===== src/rtl/csr_state.sv =====
// Machine-mode CSR state: trap/mret sequencing, counters,
// interrupt arbitration and the one-cycle PC redirect pulse.
package csr_pkg;
    typedef logic [31:0] mcause_t;
    localparam mcause_t CAUSE_ILLEGAL_INSTR = 32'h0000_0002;
    localparam mcause_t CAUSE_ECALL_M       = 32'h0000_000B;
    localparam mcause_t CAUSE_MSI           = 32'h8000_0003;
    localparam mcause_t CAUSE_MTI           = 32'h8000_0007;
    localparam mcause_t CAUSE_MEI           = 32'h8000_000B;
endpackage

module csr_state
    import csr_pkg::*;
#(
    parameter logic [31:0] RESET_MTVEC = 32'h0000_0000
) (
    input  logic        clk,
    input  logic        rst_n,
    input  logic        csr_we,
    input  logic        mie_next,
    input  logic        mpie_next,
    input  logic        mtie_next,
    input  logic        msie_next,
    input  logic        meie_next,
    input  logic [29:0] mtvec_base_next,
    input  logic [63:0] mcycle_next,
    input  logic [63:0] minstret_next,
    input  logic        mcycle_inhibit_next,
    input  logic        minstret_inhibit_next,
    input  logic [31:0] mscratch_next,
    input  logic [31:0] mepc_next,
    input  logic [31:0] mtval_next,
    input  mcause_t     mcause_next,
    output logic        mie,
    output logic        mpie,
    output logic        mtie,
    output logic        msie,
    output logic        meie,
    output logic [29:0] mtvec_base,
    output logic [63:0] mcycle,
    output logic [63:0] minstret,
    output logic        mcycle_inhibit,
    output logic        minstret_inhibit,
    output logic [31:0] mscratch,
    output logic [31:0] mepc,
    output logic [31:0] mtval,
    output mcause_t     mcause,
    input  logic        mtip,
    input  logic        msip,
    input  logic        meip,
    input  logic        instr_retire,
    input  logic        trap_req,
    input  mcause_t     trap_cause,
    input  logic [31:0] trap_pc,
    input  logic [31:0] trap_tval,
    input  logic        mret_req,
    output logic        irq_pending,
    output mcause_t     irq_cause,
    output logic        redirect_valid,
    output logic [31:0] redirect_pc
);

    typedef enum logic {RUN, REDIR} state_t;

    state_t state_q, state_d;

    logic take_trap, take_mret, take_we;
    logic mie_d, mpie_d, mtie_d, msie_d, meie_d;
    logic [29:0] mtvec_base_d;
    logic [63:0] mcycle_d, minstret_d;
    logic mcycle_inh_d, minstret_inh_d;
    logic [31:0] mscratch_d, mepc_d, mtval_d;
    mcause_t mcause_d;
    logic [31:0] redirect_pc_d;
    logic mei, msi, mti;

    assign take_trap = (state_q == RUN) && trap_req;
    assign take_mret = (state_q == RUN) && mret_req && !trap_req;
    assign take_we   = (state_q == RUN) && csr_we
                       && !trap_req && !mret_req;

    always_comb begin
        state_d = state_q;
        unique case (state_q)
            RUN:   if (take_trap || take_mret) state_d = REDIR;
            REDIR: state_d = RUN;
            default: state_d = RUN;
        endcase
    end

    always_comb begin
        mie_d          = mie;
        mpie_d         = mpie;
        mtie_d         = mtie;
        msie_d         = msie;
        meie_d         = meie;
        mtvec_base_d   = mtvec_base;
        mcycle_inh_d   = mcycle_inhibit;
        minstret_inh_d = minstret_inhibit;
        mscratch_d     = mscratch;
        mepc_d         = mepc;
        mtval_d        = mtval;
        mcause_d       = mcause;
        redirect_pc_d  = redirect_pc;
        unique case (1'b1)
            take_trap: begin
                mepc_d        = {trap_pc[31:2], 2'b00};
                mcause_d      = trap_cause;
                mtval_d       = trap_tval;
                mpie_d        = mie;
                mie_d         = 1'b0;
                redirect_pc_d = {mtvec_base, 2'b00};
            end
            take_mret: begin
                mie_d         = mpie;
                mpie_d        = 1'b1;
                redirect_pc_d = mepc;
            end
            take_we: begin
                mie_d          = mie_next;
                mpie_d         = mpie_next;
                mtie_d         = mtie_next;
                msie_d         = msie_next;
                meie_d         = meie_next;
                mtvec_base_d   = mtvec_base_next;
                mcycle_inh_d   = mcycle_inhibit_next;
                minstret_inh_d = minstret_inhibit_next;
                mscratch_d     = mscratch_next;
                mepc_d         = mepc_next;
                mtval_d        = mtval_next;
                mcause_d       = mcause_next;
            end
            default: ;
        endcase
    end

    // Increments use the inhibit value held before this cycle's write
    always_comb begin
        mcycle_d   = mcycle;
        minstret_d = minstret;
        if (take_we)
            mcycle_d = mcycle_next;
        else if (!mcycle_inhibit)
            mcycle_d = mcycle + 64'd1;
        if (take_we)
            minstret_d = minstret_next;
        else if (instr_retire && !minstret_inhibit)
            minstret_d = minstret + 64'd1;
    end

    always_ff @(posedge clk or negedge rst_n) begin
        if (!rst_n) begin
            state_q          <= RUN;
            mie              <= 1'b0;
            mpie             <= 1'b0;
            mtie             <= 1'b0;
            msie             <= 1'b0;
            meie             <= 1'b0;
            mtvec_base       <= RESET_MTVEC[31:2];
            mcycle           <= 64'd0;
            minstret         <= 64'd0;
            mcycle_inhibit   <= 1'b0;
            minstret_inhibit <= 1'b0;
            mscratch         <= 32'd0;
            mepc             <= 32'd0;
            mtval            <= 32'd0;
            mcause           <= 32'd0;
            redirect_pc      <= 32'd0;
        end else begin
            state_q          <= state_d;
            mie              <= mie_d;
            mpie             <= mpie_d;
            mtie             <= mtie_d;
            msie             <= msie_d;
            meie             <= meie_d;
            mtvec_base       <= mtvec_base_d;
            mcycle           <= mcycle_d;
            minstret         <= minstret_d;
            mcycle_inhibit   <= mcycle_inh_d;
            minstret_inhibit <= minstret_inh_d;
            mscratch         <= mscratch_d;
            mepc             <= mepc_d;
            mtval            <= mtval_d;
            mcause           <= mcause_d;
            redirect_pc      <= redirect_pc_d;
        end
    end

    assign redirect_valid = (state_q == REDIR);

    assign mei = meip & meie;
    assign msi = msip & msie;
    assign mti = mtip & mtie;

    assign irq_pending = mie && (mei || msi || mti)
                         && (state_q == RUN);

    always_comb begin
        irq_cause = CAUSE_MTI;
        if (mei)
            irq_cause = CAUSE_MEI;
        else if (msi)
            irq_cause = CAUSE_MSI;
    end

endmodule

===== config.mk =====
export PLATFORM = sky130hd
export DESIGN_NAME = csr_state
export DESIGN_NICKNAME = d
export VERILOG_FILES = /design/src/rtl/csr_state.sv
export SDC_FILE = /design/constraint.sdc
export NUM_CORES = 1
export LEC_CHECK = 0
export ABC_AREA = 1
export CORE_AREA = 2 2 292 294
export CTS_BUF_LIST = sky130_fd_sc_hd__clkbuf_4 sky130_fd_sc_hd__clkbuf_8
export CTS_CLUSTER_DIAMETER = 100
export DETAILED_ROUTE_END_ITERATION = 16
export DIE_AREA = 0 0 294 296
export RECOVER_POWER = 50
export SLEW_MARGIN = 20
export SYNTH_ARGS = -nofsm -noshare
export SYNTH_HDL_FRONTEND = slang
export SYNTH_SLANG_ARGS = --single-unit

===== constraint.sdc =====
create_clock -name clk -period 5 [get_ports clk]
set_clock_uncertainty 0.1 [all_clocks]
set_input_delay 1 -clock clk [delete_from_list [all_inputs] [get_ports clk]]
set_output_delay 1 -clock clk [all_outputs]
set_load 0.1 [all_outputs]

Yosys cells after proc, flatten, opt, wreduce, memory -nomap -nowiden:

Index checks and enable logic that the tools add are counted.

* flip-flop bits (word level): 326
* bits of input ports: 398
* output and inout bits: 359
* word-level logic and storage cells: 56

* $add $sub $neg: 2
* equal/unequal tests: 1
* multiplexer cells: 14
* bitwise gates (word level): 4
* reduce and logical (&&, ||, !) cells: 19

Operators with widths (count)
* $mux 64: 4
* $pmux 32 s2: 4
* $add 64x1->64 const B: 2
* $logic_and 1x1->1: 9
* $pmux 1 s3: 2
* $reduce_bool 2->1: 3
* $mux 4: 1
* $and 1x1->1: 3
* $logic_not 1->1: 3
* $logic_or 1x1->1: 3
* $mux 3: 1
* $reduce_bool 3->1: 1
* $ne 2x1->1 const B: 1
* $pmux 1 s2: 1
* $mux 1: 1
* $not 1->1: 1

Depth between registers and ports, before layout:

* depth in word-level cells: 6
* mapped depth: 12
* mapped depth without buffers: 12

Least setup slack after synthesis:

OpenSTA, ideal clock, no wires.

* path kind: reg2out
* start: register meie
* end: output port irq_pending
* arrival: 2.377 ns
* data required time: 3.900 ns
* slack: 1.523 ns
* stages on the path, launching flop included: 7
* buffers on the path: 0
* path through: dfrtp_1 nand2_1 nand2_1 inv_1 nand2_1 nand3_1 inv_1

* word-level cells in the longest chain between the ends: 5

Ends and longest elaborated chain
* start, declared: RTL line 38 `output logic meie,`
* start signal, assigned: RTL line 175 `meie <= meie_d;`
* $and 1x1->1: RTL line 191 `assign mei = meip & meie;`
* $logic_or 1x1->1 (2 in series): RTL line 195 `assign irq_pending = mie && (mei || msi || mti)`
* $logic_and 1x1->1: RTL line 195
* $logic_and 1x1->1: RTL line 196 `&& (state_q == RUN);`
* end, declared: RTL line 57 `output logic irq_pending,`

Every way passes these cells.

Final worst setup path:

* start: input port trap_req
* end: register minstret[16]

* word-level cells in the longest chain between the ends: 4

Ends and longest elaborated chain
* start, declared: RTL line 52 `input logic trap_req,`
* $logic_not 1->1 *: RTL line 80 `&& !trap_req && !mret_req;`
* $logic_and 1x1->1 * (2 in series): RTL line 80
* $mux 64 or $reduce_bool 2->1 (tied branches)
* end signal, assigned: RTL line 178 `minstret <= minstret_d;`
* end, declared: RTL line 41 `output logic [63:0] minstret,`

Every way passes the cells marked *; elsewhere a longest branch is shown, timed or not.
A chain may end at the register's enable or synchronous reset.

==> impl_metrics.csv <==
group,metric,value,unit
drt,antenna_left,0,
critical_path,cp_data_arrival_time,4.51,ns
drt,routed_wl,96700,um
drt,vias_per_cell,4.74,
clock_network,hold_buffers,0,
outcome,status,"finished with violations",
logic_synthesis,synth_enable_flop_cells,0,
sta,hold_viol_final,0,
sta,fin_crit_sh,81.6,%
clock_network,numCtsBuffers,66,
clock_network,clk_latency,0.66,ns
drt,post_drt_wl_per_cell,21.1,um
placed_design,place_area,27200,um2
critical_path,cp.required,5.42,ns
drt,vias,21800,
logic_synthesis,synth_top_cell_area_share,43.1,%
grt,gr-usage-all-layers,21.5,%
cells_and_area,drive_gt1_share,5.90,%
sta,min_period,4.08,ns
sta,finalSetupViolCount,0,
placed_design,gp_congestion,0.954,
logic_synthesis,ys_top_cells_by_area,"dfrtp_1, nand2_1, o21ai_0",
critical_path,cp-start-kind,"input pin",
critical_path,path_class,"input pin to register",
logic_synthesis,yosysSeqAreaShare,43.1,%
sta,rsz0062_at_grt,"false",
floorplan,dieArea,87000,um2
logic_synthesis,synthCells,2748,
cells_and_area,final_util,34.0,%
clock_network,path_clk_slew,0.06,ns
clock_network,clock_path_buffers,3,
floorplan,die_h,296,um
power_and_ir_drop,powerDensity,633,nW/um2
critical_path,crit_start,"trap_req",
job,drv_cap,6,
floorplan,start_util,22.5,%
grt,grt_pass1_vias,20600,
drt,drc,0,
placed_design,dpl.cell_count,4462,
floorplan,io-pin-count,757,
grt,grt_max_degree,106,
drt,drtPass1Iterations,6,
clock_network,htree_levels,3,
worst_hold_path,hp-start,"mscratch[2]",
sta,setup_ws,0.918,ns
logic_synthesis,yosys_warnings,0,
power_and_ir_drop,ir_drop,0.000405,V
sta,fin_tns_setup,0,ns
sta,tightest_slew,2.47,ns
placed_design,dp_slack,0.899,ns
cells_and_area,stdcell_area,28600,um2
critical_path,cp_max_fo,35,
clock_network,cts.repair.resized,0,
cells_and_area,final_common_cell,"nand2_1",
clock_network,cts_tree,"yes",
logic_synthesis,ys.flop_type,"dfrtp_1",
logic_synthesis,synthesis.area,18900,um2
sta,fmax,245,MHz
placed_design,io_buffer_count,724,
drt,first_iter_violations,1784,
grt,met2_usage,35.2,%
logic_synthesis,syn_avg_cell_area,6.89,um2
cells_and_area,finalNonFillerCells,4592,
grt,grt.busiest_layer,"met2",
power_and_ir_drop,p_leak,0.0121,uW
clock_network,cts_setup_buffers,0,
logic_synthesis,synth_top_cell_by_area,"dfrtp_1",
logic_synthesis,async_flop_share,100,%
grt,use_met3,4.98,%
cells_and_area,syn_to_final_growth,51.3,%
logic_synthesis,yosys.cell_types.count,39,
clock_network,cts_root_buf,"clkbuf_8",
floorplan,dieWidth,294,um
grt,grt_pass1_wl,139000,um
critical_path,reg2reg_from,"redirect_valid",
sta,slew_violations,276,
sta,slew_headroom,-65.0,%
logic_synthesis,ys_ff_latch,326,
outcome,violations,"max-capacitance violations, max-slew violations",
critical_path,crit_path_end_kind,"register",
floorplan,fp.coreArea,84200,um2
floorplan,num_rows,107,
clock_network,cts_sinks,326,
grt,antenna_found_initial,28,
grt,grt_overflow,0,
grt,use_met1,27.3,%
worst_hold_path,min-delay-path-class,"register to register",
cells_and_area,final_cell_mix,"nand2_1, clkdlybuf4s50_1, nor2_1",
cells_and_area,finish.net_count,3840,
placed_design,dpl.hpwl,74000,um
## cells in the mapped netlist, types with 18 or more instances
cell and count:
o22ai_1 21, a21oi_1 37, nand2_1 816, inv_1 170, o21ai_0 318, o21ai_1 79
buf_2 58, clkbuf_1 67, nand4_1 39, nand2_2 18, nor2_1 419, nand3_1 236
dfrtp_1 326, buf_4 34
## kinds of logic after synthesis
logic type,after synthesis,share of synthesized area (%)
XOR/XNOR,5,0.231
other,2,0.0397
AND/OR/NAND/NOR,1577,34.9
adder cells (fa/ha/maj),2,0.132
buffers and inverters,340,7.84
AO/OA/AOI/OAI,496,13.8
flip-flops,326,43.1
## power by group
group	internal, uW	switching [uW]	total, uW
sequential	3410	1130	4540
clock	1780	1340	3120
combinational	2330	8120	10400
## layout make-up
class,count,area (um2)
Antenna cell,11,27.5
Clock buffer,110,1370
Inverter,179,679
Multi-Input combinational cell,2110,9390
Sequential cell,326,8160
Timing Repair Buffer,757,7540
Clock inverter,9,87.6
Tap cell,1090,1360
Fill cell,9002,55600
## through the flow
step	power (uW)	hold slack [ns]
floorplan	11800	0.604
global placement	15000	0.361
detailed placement	15000	0.364
CTS	18200	0.227
global route	18900	0.400
finish	18100	0.377
## layer usage
layer  vias to the layer above  share of wire [%]
li1                      10300                  -
met1                     10300                 41
met2                       961                 48
met3                       176                7.7
met4                        10                3.3
met5                         -              0.059
## worst max-delay path, stage by stage
cell and delay [ns]:
dlygate4sd3_1 0.63, nor2_1 0.22, nand3_4 0.34, nand2_1 1.12
inv_2 0.70, nor3_1 0.36, nor2_1 0.08
## path summary, 6_finish.rpt
path	cells after the start	slack, ns	endpoint
worst max-delay path	7	0.92	minstret[16]
worst min-delay path	2	0.38	mscratch[2]
worst max register to register	6	1.60	minstret[16]
worst min register to register	2	0.38	mscratch[2]
max in group asynchronous	2	1.48	mcycle[7]
min in group asynchronous	1	0.99	minstret[30]
## registers in the layout, summed over array words and instances (netlist names)
name	flops
mcycle	64
minstret	64
mcause	32
mepc	32
mscratch	32
mtval	32
redirect_pc	32
mtvec_base	30
mcycle_inhibit	1
meie	1
mie	1
minstret_inhibit	1
mpie	1
msie	1
mtie	1
redirect_valid	1
Note: power is estimated with default switching activity, not from simulation.
